## config.mk

```make
export PLATFORM = sky130hd
export DESIGN_NAME = comb_ckt
export DESIGN_NICKNAME = d
export VERILOG_FILES = /design/src/rtl/comb_ckt_pkg.sv /design/src/rtl/comb_ckt_fn.sv /design/src/rtl/comb_ckt.sv
export SDC_FILE = /design/constraint.sdc
export NUM_CORES = 1
export LEC_CHECK = 0
export CORE_AREA = 10 10 47 49
export CTS_BUF_LIST = sky130_fd_sc_hd__clkbuf_8
export CTS_CLUSTER_SIZE = 12
export DETAILED_ROUTE_END_ITERATION = 16
export DIE_AREA = 0 0 57 59
export MAX_ROUTING_LAYER = met4
export PLACE_DENSITY = 0.82
export SYNTH_ARGS = -nofsm -noshare
export SYNTH_HDL_FRONTEND = slang
export SYNTH_HIERARCHICAL = 1
export SYNTH_SLANG_ARGS = --single-unit
```

## constraint.sdc

```tcl
create_clock -name clk -period 2.96 [get_ports clk]
set_input_delay 0.592 -clock clk [delete_from_list [all_inputs] [get_ports clk]]
set_output_delay 0.592 -clock clk [all_outputs]
set_load 0.05 [all_outputs]
```

## src/rtl/comb_ckt_pkg.sv

```systemverilog
// Shared constants and types for the comb_ckt detector.
// Default mask selects D2, D3, D4 and D7.
package comb_ckt_pkg;
  localparam logic [7:0] TRUTH_MASK_DEF = 8'b1001_1100;
  localparam int         CNT_W_DEF      = 8;
  typedef logic [7:0] comb_ckt_vec_t;
endpackage

```

## src/rtl/comb_ckt_fn.sv

```systemverilog
// Pure combinational truth function.
// Produces the masked OR and the one-hot flag for an 8-bit input vector.
import comb_ckt_pkg::*;

module comb_ckt_fn (
  input  comb_ckt_vec_t d_i,
  input  comb_ckt_vec_t mask_i,
  output logic          out_o,
  output logic          onehot_o
);
  comb_ckt_vec_t d_dec;

  assign d_dec    = d_i - comb_ckt_vec_t'(1);
  assign out_o    = |(d_i & mask_i);
  // A nonzero value with no bit left after clearing its lowest set bit
  assign onehot_o = (d_i != '0) && ((d_i & d_dec) == '0);
endmodule

```

## src/rtl/comb_ckt.sv

```systemverilog
// Fixed 8-input detector with registered copy and saturating hit counter.
// COMB_CKT_REG_OUT_EN: when defined, out is driven from the register.
import comb_ckt_pkg::*;

module comb_ckt #(
  parameter int            CNT_W      = CNT_W_DEF,
  parameter comb_ckt_vec_t TRUTH_MASK = TRUTH_MASK_DEF
) (
  input  logic             clk,
  input  logic             rst,
  input  logic             D0,
  input  logic             D1,
  input  logic             D2,
  input  logic             D3,
  input  logic             D4,
  input  logic             D5,
  input  logic             D6,
  input  logic             D7,
  output logic             out,
  output logic             out_q,
  output logic             onehot,
  output logic [CNT_W-1:0] hit_cnt
);
  comb_ckt_vec_t    d;
  logic             out_c;
  logic             out_q_q;
  logic             out_q_d;
  logic [CNT_W-1:0] hit_cnt_q;
  logic [CNT_W-1:0] hit_cnt_d;

  assign d = {D7, D6, D5, D4, D3, D2, D1, D0};

  comb_ckt_fn u_fn (
    .d_i      (d),
    .mask_i   (TRUTH_MASK),
    .out_o    (out_c),
    .onehot_o (onehot)
  );

  always_comb begin
    out_q_d   = out_c;
    hit_cnt_d = hit_cnt_q;
    if (out_c && (hit_cnt_q != '1)) begin
      hit_cnt_d = hit_cnt_q + CNT_W'(1);
    end
  end

  always_ff @(posedge clk) begin
    if (rst) begin
      out_q_q   <= 1'b0;
      hit_cnt_q <= '0;
    end else begin
      out_q_q   <= out_q_d;
      hit_cnt_q <= hit_cnt_d;
    end
  end

  assign out_q   = out_q_q;
  assign hit_cnt = hit_cnt_q;

`ifdef COMB_CKT_REG_OUT_EN
  assign out = out_q_q;
`else
  assign out = out_c;
`endif
endmodule

```

==> results.md, run 1 <==
- Synthesized area: between 500 and 600 um2
- Worst-Margin Slew: 0.507 ns
- P per Cell Area: roughly 400 nW/um2
- Gr usage total: about a tenth
- Total grt overflow: 0
- Synth Register Bits: 9
- Port bufs: 20
- Layout Area Growth over Synthesis: 49.0%
- Slew Viols, Final: 0
- Metal-1 WL: 677 um
- Startpoint Class: primary input
- Critical path arrival: approximately 2.2 ns
- DPL Wire Length: between 1 and 1.5 mm
- Compound-Gate Fraction of Synth Area: roughly 27%
- R2R cell count: 4
- Fin Setup TNS: 0 ns
- Synth area leaders: dfxtp_1 (30%), nand4b_1 (5.9%), a211oi_1 (5.0%)
- RePlAce Congestion: roughly 0.8
- Max_cap viols: 0
- DR top layer: met4
- Worst hold-check path type: reg2reg
- Endpoint of the worst-slack reg-to-reg timing path: hit_cnt[0]
- Status: completed
- Max transition margin: between 60% and 70%
- DR WL met3: 83 um
- Die Y-Extent: ~59 um
- Routed len/inst: between 10 and 15 um
- R2r startpoint: hit_cnt[0]
- Post-CTS Setup Repair Bufs: 0
- Adder-Cell Fraction of Synth Area: about 2.1%
- Leakage: around 0.34 nW
- Initial antenna violation count: 0
- CP Max Fanout: 5
- First-pass GRT wire length: about 2.6 mm
- Starting density of the core: a little over two fifths
- Synth Area in Simple Gates: about a third
- Post-synthesis async set-or-reset flop share: 0%
- # DRC: 0
- Clock skew: 0.000784 ns
- Gate Count Post-Synth: 69
- Cts hold-fix bufs: 0
- Final antenna-violating net count: 0
- CP Class: in2out
- Max Root-Sink Buffers: 2
- Antenna diodes: 0
- Post-synthesis xor/xnor area fraction: 0%
- Detailed Route Iter0 Violations: 11
- Vias in the first global route: 621
- CTS buffer count: 3
- H-tree depth: 1
- Main synth FF type: dfxtp_1
- Clk sinks: 9
- Worst-skew pair later-pin latency: 0.23 ns
- Routed wire length: 1.56 mm
- Router iterations before antenna repair: 4
- CTS Root Cell: clkbuf_8
- Max Clk Rate: 361 MHz
- Core Footprint: approximately 1400 um2
- Max rail drop VDD: around 220 uV
- Post_cts resized: 0
- CTS tree: yes
- Synth area leader: dfxtp_1
- Largest net degree at the start of global routing: 10
- Top-area cell type share of the netlist area: 30.1%
- Yosys warns: 6
- Hold Crit Depth: 2
- Finish-stage setup viols: 0
- Wire length on met2: approximately 760 um
- Min-delay src: hit_cnt[1]
- Clock-pin slew on the worst setup and hold paths: about 0.04 ns
- Dpl cells: between 100 and 150
- Crit share post-route: 93.7%
- Largest family of logic cells by synthesized area: simple AND/OR/NAND/NOR gates
- Rows: 14
- Syn_area_per_cell: 8.67 um2
- NumNets Final: approximately 110
- Synth cell types: 32
- RSZ-0062 raised after global routing: false
- Via count: between 600 and 700
- Die span in x: roughly 57 um
- CP endpoint kind: output port
- Number of hold violations in the final report: 0
- Top Ports: 21
- Die Area: 3360 um2
- Number of cells in the finished layout apart from fillers: roughly 110
- Layout cells sized above 1: 10.3%
- Multiplexer area fraction after synthesis: between 4 and 5%
- Crit path time final: about 2.8 ns
- Via density: around 5.5
- Hold path endpoint: hit_cnt[1]
- Seq/Total Area, Yosys: a little under a third
- R2R Setup Slk: around 1.5 ns
- Core Util, Final: 63.6%
- Worst Path Required: about 2.4 ns
- Number of synthesized flops with an enable pin: 0
[through the flow]
| stage | worst slack (ns) | instance area, um2 | hold WS (ns) | power, mW |
|---|---|---|---|---|
| 6_report | 0.188 | 891 | 0.502 | 0.359 |
| 4_1_cts | 0.206 | 891 | 0.508 | 0.365 |
| 5_1_grt | 0.102 | 891 | 0.542 | 0.377 |
| 3_3_place_gp | 0.308 | 846 | 0.496 | 0.222 |
| 2_1_floorplan | 0.687 | 621 | 0.702 | 0.185 |
| 3_5_place_dp | 0.210 | 846 | 0.499 | 0.223 |
[cell type report]
type | instances | area (um2)
fillers | 124 | 510
multi-input cells | 63 | 422
repair buffers | 20 | 220
flip-flops and latches | 9 | 180
clock buffers | 3 | 41.3
well taps | 16 | 20.0
clock inverters | 1 | 3.75
inverters | 1 | 3.75
[per-layer routing]
| metal | up-vias | global-route usage, % |
|---|---|---|
| met3 | 4 | 3.43 |
| met4 | 0 | 7.05 |
| met5 | - | - |
| met2 | 14 | 16.6 |
| met1 | 284 | 9.43 |
| li1 | 321 | - |
[cells in the final DEF (no fill, tap or decap), drive strengths merged, types with 2 or more instances in the layout]
cell type / instances
a211oi: 4
a21boi: 2
a21oi: 5
a22oi: 4
and4: 3
buf: 2
clkbuf: 3
clkdlybuf4s50: 18
conb: 8
dfxtp: 9
inv: 2
nand2: 6
nand3: 2
nand4: 3
nand4b: 4
nor2: 3
nor2b: 2
nor3: 2
o21ai: 2
o21bai: 2
[kinds of logic (layout without fill, tap and decap cells)]
family / Yosys count / after routing
muxes: 2 / 2
buffers and inverters: 3 / 25
other: 2 / 8
AOI/OAI and AO/OA: 22 / 22
DFF: 9 / 9
adders and majority gates: 1 / 1
and+or+nand+nor: 30 / 30
[synthesized netlist by cell type, types with 2 or more instances]
library cell  number
a21oi_1            5
nor2b_1            2
and4_1             3
nand3_1            2
nand2_1            6
a211oi_1           4
dfxtp_1            9
conb_1             2
nand4b_1           4
o21bai_1           2
nor2_1             3
nand4_1            3
nor3_1             2
a22oi_1            4
[critical path, cell delays in order]
cell and delay [ns]:
clkdlybuf4s50_1 0.47, nor4_2 0.47, nand4b_1 0.15, and4_1 0.24
nand2_1 0.11, buf_12 0.14
[power by group]
| group | switching, mW | internal (mW) |
|---|---|---|
| Clock | 0.0475 | 0.0902 |
| Sequential | 0.00648 | 0.128 |
| Combinational | 0.0495 | 0.0377 |
| Total | 0.103 | 0.256 |
[registers in the layout, indices dropped and copies added, names as in the netlist]
name / flops
out_q: 1
hit_cnt: 8
[worst max-delay path by stage]
stage,startpoint,to,slack [ns]
final,D5,onehot,0.19
after global routing,D5,onehot,0.10
after CTS,D5,onehot,0.21
after detailed placement,D5,onehot,0.21
after global placement,D5,onehot,0.31
after floorplan,D3,hit_cnt[5],0.69
(Power assumes the default switching activity.)
==> inputs of run 2 (changes only) <==
--- a/config.mk
+++ b/config.mk
@@ -5,13 +5,14 @@
 export SDC_FILE = /design/constraint.sdc
 export NUM_CORES = 1
 export LEC_CHECK = 0
-export CORE_AREA = 10 10 47 49
+export ABC_AREA = 1
+export CORE_MARGIN = 10
+export CORE_UTILIZATION = 51
 export CTS_BUF_LIST = sky130_fd_sc_hd__clkbuf_8
 export CTS_CLUSTER_SIZE = 12
 export DETAILED_ROUTE_END_ITERATION = 16
-export DIE_AREA = 0 0 57 59
 export MAX_ROUTING_LAYER = met4
-export PLACE_DENSITY = 0.82
+export PLACE_DENSITY = 0.86
 export SYNTH_ARGS = -nofsm -noshare
 export SYNTH_HDL_FRONTEND = slang
 export SYNTH_HIERARCHICAL = 1
==> constraint.sdc (replaced) <==
create_clock -name clk -period 2.96 [get_ports clk]
set_input_delay 0.592 -clock clk [delete_from_list [all_inputs] [get_ports clk]]
set_output_delay 0.592 -clock clk [all_outputs]
set_load 0.1 [all_outputs]
==> results.md, run 2 <==
- Status: completed
- Final-layout fill cell count: 112 (-9.7%)
- Final hold slack: 0.486 ns (-0.0162 ns)
- Leading cell type in the layout, fill and taps excluded: nand2_1
- Die span in x: 56.7 um (-0.46%)
- Synth Area in Simple Gates: 48.5% (+16 points)
- Max_cap viols: 0 (unchanged)
- CTS buffer count: 3 (unchanged)
- Routed len/inst: 11.3 um (-19%)
- Gate Count Post-Synth: 119 (+72%)
- Detailed Route Iter0 Violations: 21 (+10)
- Synth area leader: dfxtp_1
- Clock-pin slew on the worst setup and hold paths: 0.05 ns (about the same)
- # DRC: 0 (unchanged)
- Total grt overflow: 0 (unchanged)
- First-pass GRT wire length: 3.11 mm (+20%)
- Worst Path Required: 2.37 ns (about the same)
- Synth cell types: 19 (-41%)
- Via count: 824 (+32%)
- Post-synthesis xor/xnor area fraction: 0% (unchanged)
- Multiplexer area fraction after synthesis: 0% (-4.2 points)
- R2R Setup Slk: 1.62 ns (+0.09 ns)
- Main synth FF type: dfxtp_1
- NumNets Final: 160 (+47%)
- Synth area leaders: dfxtp_1 (26%), nand2_1 (18%), nor2_1 (14%)
- Die Y-Extent: 56.7 um (-3.8%)
- Rows: 13 (-1)
- CTS Root Cell: clkbuf_8
- Multi-input logic area: 458 um2 (+8.6%)
- Max Root-Sink Buffers: 2 (unchanged)
- Clock skew: 0.000997 ns (+0.000213 ns)
- CP endpoint kind: output port
- Clk sinks: 9 (unchanged)
- Routed wire length: 1.84 mm (+17%)
- Die Area: 3220 um2 (-4.3%)
- Startpoint Class: primary input
- Core Footprint: 1280 um2 (-8.3%)
- Max Clk Rate: 399 MHz (+11%)
- CP Class: in2out
- Worst hold-check path type: reg2reg
- DPL Wire Length: 1.44 mm (+15%)
- Max rail drop VDD: 189 uV (-15%)
- P per Cell Area: 410 nW/um2 (+1.8%)
- Largest net degree at the start of global routing: 13 (+3)
- Number of hold violations in the final report: 0 (unchanged)
- Finish-stage setup viols: 0 (unchanged)
- R2r startpoint: hit_cnt[0]
- Synth top cells by count: nand2_1 (33), nor2_1 (26), inv_1 (14)
- Hold Crit Depth: 2 (unchanged)
- Synthesized area: 688 um2 (+15%)
- Adder-Cell Fraction of Synth Area: 1.82% (-0.27 points)
- CTS tree: yes
- Yosys warns: 6 (unchanged)
- Via density: 5.06 (-8.3%)
- Initial antenna violation count: 0 (unchanged)
- Synth Register Bits: 9 (unchanged)
- Min-delay src: hit_cnt[6]
- R2R cell count: 6 (+2)
- Compound-Gate Fraction of Synth Area: 11.8% (-15 points)
- Max FFs per register: 8 (unchanged)
- Starting density of the core: 53.6% (+11 points)
- Crit path time final: 2.51 ns (-0.264 ns)
- RePlAce Congestion: 0.836 (+7.5%)
- Layout cells sized above 1: 16.2% (+5.9 points)
- Post-synthesis async set-or-reset flop share: 0% (unchanged)
- Endpoint of the worst-slack reg-to-reg timing path: hit_cnt[3]
- Slew Viols, Final: 0 (unchanged)
- Largest family of logic cells by synthesized area: simple AND/OR/NAND/NOR gates
- Gr usage total: 11.6% (+1.7 points)
- Vias in the first global route: 801 (+29%)
- Leakage: 0.498 nW (+46%)
- Syn_area_per_cell: 5.78 um2 (-33%)
- Number of synthesized flops with an enable pin: 0 (unchanged)
- Post_cts resized: 0 (unchanged)
- Top-count cell post-synth: nand2_1
- Router iterations before antenna repair: 4 (unchanged)
- Top-area cell type share of the netlist area: 26.2% (-3.9 points)
- Hold path endpoint: hit_cnt[6]
- Core Util, Final: 75.0% (+11 points)
- Cts hold-fix bufs: 0 (unchanged)
- RSZ-0062 raised after global routing: false
- Layout Area Growth over Synthesis: 40.0%
- Antenna diodes: 0 (unchanged)
- Seq/Total Area, Yosys: 26.2% (-3.9 points)
- Top Ports: 21 (unchanged)
- Fin Setup TNS: 0 ns (unchanged)
- Worst-skew pair later-pin latency: 0.23 ns (about the same)
- CP Max Fanout: 5 (unchanged)
- Final antenna-violating net count: 0 (unchanged)
- H-tree depth: 1 (unchanged)
- Most frequent cells in the layout: nand2_1 (33), nor2_1 (26), inv_1 (15)
- Crit share post-route: 84.7% (-8.9 points)
- Port bufs: 20 (unchanged)
- Register Area: 180 um2 (unchanged)
- Critical path arrival: 1.92 ns (-0.26 ns)
- Post-CTS Setup Repair Bufs: 0 (unchanged)
## run 2: cell count changes in the layout (fill, tap and decap cells not counted), moves of 4 or more
cell / before / now
nand4b_1: 4 / 0
a211oi_1: 4 / 0
nand3_1: 2 / 10
nand2_1: 6 / 33
nor2_1: 3 / 26
buf_4: 0 / 10
clkdlybuf4s50_1: 18 / 9
inv_1: 2 / 15
a22oi_1: 4 / 0
## run 2: final cells by class
class	count	area share [%]
clock buffer	3	4.29
inverter	15	5.84
multi-input combinational	99	47.5
timing repair buffer	21	21.3
tap	15	1.95
clock inverter	1	0.390
sequential	9	18.7
## run 2: worst max-delay path by stage
stage	startpoint	endpoint	slack, ns
after floorplan	D1	onehot	0.17
after global placement	D2	onehot	0.47
after detailed placement	D1	onehot	0.45
after CTS	D1	onehot	0.46
after global routing	D1	onehot	0.30
final	D1	onehot	0.45
## run 2: per-layer routing
layer  part of all wire, %  global-route usage [%]
met5                     0                       -
met4                   3.1                    7.38
met3                   4.5                    2.02
met2                    47                    19.1
met1                    45                    12.6
## run 2: cell families (layout without fill, tap and decap cells)
family	Yosys count	after routing
fa+ha+maj	1	1
other cells	2	8
simple gates	77	77
compound gates	13	13
flops	9	9
buf+inv	17	40
## run 2: where the power goes
group,internal [mW],switching (mW)
Sequential,0.128,0.00784
Combinational,0.0385,0.0813
Clock,0.0904,0.0498
Total,0.256,0.139
## run 2: stage by stage
step                instances  setup slack [ns]  area (um2)  total power, mW
floorplan                 125             0.170         711            0.218
global placement          159             0.469         918            0.255
detailed placement        159             0.454         918            0.257
CTS                       163             0.456         963            0.397
global route              163             0.299         963            0.413
finish                    163             0.452         963            0.395
## run 2: worst max-delay path, cell delays in order
cell and delay (ns):
clkdlybuf4s50_1 0.56, nor2_1 0.08, nand2_1 0.09, nor2_1 0.06, nor2_1 0.09, nand2_1 0.06, nor2_1 0.19, buf_12 0.20
==> inputs of run 3 (changes only) <==
--- a/config.mk
+++ b/config.mk
@@ -7,12 +7,12 @@
 export LEC_CHECK = 0
 export ABC_AREA = 1
 export CORE_MARGIN = 10
-export CORE_UTILIZATION = 51
+export CORE_UTILIZATION = 43
 export CTS_BUF_LIST = sky130_fd_sc_hd__clkbuf_8
 export CTS_CLUSTER_SIZE = 12
 export DETAILED_ROUTE_END_ITERATION = 16
 export MAX_ROUTING_LAYER = met4
-export PLACE_DENSITY = 0.86
+export PLACE_DENSITY = 0.77
 export SYNTH_ARGS = -nofsm -noshare
 export SYNTH_HDL_FRONTEND = slang
 export SYNTH_HIERARCHICAL = 1
==> constraint.sdc (replaced) <==
create_clock -name clk -period 2.1 [get_ports clk]
set_input_delay 0.42 -clock clk [delete_from_list [all_inputs] [get_ports clk]]
set_output_delay 0.42 -clock clk [all_outputs]
set_load 0.1 [all_outputs]
==> results.md, run 3 (synthesis results as in run 2) <==
- H-tree depth: 1 (unchanged)
- Largest net degree at the start of global routing: 12 (-1)
- R2R cell count: 6 (unchanged)
- CTS Root Cell: clkbuf_8
- Die Y-Extent: 60.0 um (+5.8%)
- Crit share post-route: between 90% and 100%
- Clk sinks: 9 (unchanged)
- Core Footprint: 1510 um2 (+17%)
- Max Root-Sink Buffers: 2 (unchanged)
- Multi-input logic area: 468 um2 (+2.2%)
- CP Class: in2out
- Max FFs per register: 8 (unchanged)
- Internal: 0.358 mW (+40%)
- Max rail drop VDD: 320 uV (+69%)
- Final-layout fill cell count: 152 (+36%)
- Initial antenna violation count: 0 (unchanged)
- Final Worst Setup Slack: 0.128 ns (-0.324 ns)
- Finish-stage setup viols: 0 (unchanged)
- Leading cell type in the layout, fill and taps excluded: nand2_1
- Die Area: 3600 um2 (+12%)
- Number of cells in the finished layout apart from fillers: 164 (+0.61%)
- Status: completed
- Antenna diodes: 0 (unchanged)
- DPL Wire Length: 1.40 mm (-2.9%)
- Worst hold-check path type: reg2reg
- Post-CTS Setup Repair Bufs: 0 (unchanged)
- Starting density of the core: 45.7% (-7.9 points)
- # DRC: 0 (unchanged)
- Routed wire length: 1.72 mm (-6.3%)
- CP endpoint kind: output port
- Die span in x: 60.0 um (+5.8%)
- First-pass GRT wire length: 3.07 mm (-1.3%)
- Dpl ws: -0.0527 ns (-0.507 ns)
- Cts hold-fix bufs: 0 (unchanged)
- Sw Share: 35.3% (+0.12 points)
- Startpoint Class: primary input
- Rows: 14 (+1)
- Critical path arrival: 1.55 ns (-0.37 ns)
- Clock-pin slew on the worst setup and hold paths: 0.05 ns (about the same)
- RePlAce Congestion: 0.837 (+0.14%)
- Via count: 786 (-4.6%)
- Total grt overflow: 0 (unchanged)
- Worst Path Required: 1.68 ns (-0.69 ns)
- P per Cell Area: 568 nW/um2 (+38%)
- Clock share of power: 35.3% (-0.2 points)
- CTS tree: yes
- Final antenna-violating net count: 0 (unchanged)
- CP Max Fanout: 3 (-2)
- Most frequent cells in the layout: nand2_1 (32), nor2_1 (23), inv_1 (15)
- Port bufs: 20 (unchanged)
- Slew Viols, Final: 0 (unchanged)
- Routed len/inst: 10.5 um (-6.8%)
- Sequential share of power: 34.6% (+0.4 points)
- RSZ-0062 raised after global routing: false
- Placed cell area: 925 um2 (+0.68%)
- Register Area: 180 um2 (unchanged)
- Post-route cell area: 973 um2 (+1.0%)
- Total power: 0.553 mW (+40%)
- NumNets Final: 160 (unchanged)
- Layout Area Growth over Synthesis: 41.5%
- Vias in the first global route: 724 (-9.6%)
- Top Ports: 21 (unchanged)
- Leakage: 0.523 nW (+5.1%)
- Hold Crit Depth: 2 (unchanged)
- Max Clk Rate: between 500 and 600 MHz
- Core Util, Final: 64.6% (-10 points)
- Router iterations before antenna repair: 4 (unchanged)
- Layout cells sized above 1: 18.9% (+2.7 points)
- Detailed Route Iter0 Violations: 20 (-4.8%)
- Worst-skew pair later-pin latency: 0.23 ns (about the same)
- Max_cap viols: 0 (unchanged)
- Gr usage total: 11.0% (-0.59 points)
- Dpl cells: 160 (+0.63%)
- Combinational power share: 30.1% (-0.2 points)
- Number of hold violations in the final report: 0 (unchanged)
- Sw power: 0.195 mW (+40%)
- CTS buffer count: 3 (unchanged)
- Crit path time final: approximately 2.0 ns
- Via density: 4.79 (-5.2%)
- Clock skew: 0.00252 ns (+0.00153 ns)
## run 3: area by class of cell
| class | count | area share (%) |
|---|---|---|
| clock buffers | 3 | 4.24 |
| clock inverters | 1 | 0.386 |
| inverters | 15 | 5.78 |
| multi-input cells | 99 | 48.1 |
| flip-flops and latches | 9 | 18.5 |
| well taps | 16 | 2.06 |
| repair buffers | 21 | 21.0 |
## run 3: worst max-delay path: stages
cell             delay, ns
clkdlybuf4s50_1       0.50
nor2_1                0.05
nand2_1               0.06
nor2_1                0.04
nor2_1                0.08
nand2_1               0.07
nor2_2                0.15
buf_12                0.19
## run 3: power by group through the flow
stage               clock network, mW  registers, mW  logic [mW]
finish                          0.195          0.191       0.166
global route                    0.209          0.192       0.182
CTS                             0.199          0.191       0.168
detailed placement                  0          0.194       0.169
global placement                    0          0.193       0.167
floorplan                           0          0.251      0.0582
## run 3: layer usage
| metal | up-vias | routed length [um] | GRT usage [%] |
|---|---|---|---|
| li1 | 422 | - | - |
| met5 | - | 0 | - |
| met1 | 338 | 813 | 12.7 |
| met2 | 24 | 770 | 16.9 |
| met3 | 2 | 123 | 4.66 |
| met4 | 0 | 13 | 3.53 |
## run 3: path summary, 6_finish.rpt
kind | startpoint | endpoint | slack, ns
min | hit_cnt[6] | hit_cnt[6] | 0.49
max | D7 | onehot | 0.13
min reg2reg | hit_cnt[6] | hit_cnt[6] | 0.49
max reg2reg | hit_cnt[0] | hit_cnt[0] | 0.71
## run 3: what timing repair did
item | CTS | global route
pin swaps | 2 | 2
endpoints found under the setup margin | 1 | 1
gates resized for setup | 7 | 2
## run 3: per-stage QoR
| step | hold slack (ns) | setup TNS [ns] |
|---|---|---|
| 4_1_cts | 0.484 | 0 |
| 5_1_grt | 0.501 | 0 |
| 3_3_place_gp | 0.473 | -0.00839 |
| 6_report | 0.489 | 0 |
| 3_5_place_dp | 0.475 | -0.0527 |
| 2_1_floorplan | 0.492 | 0 |
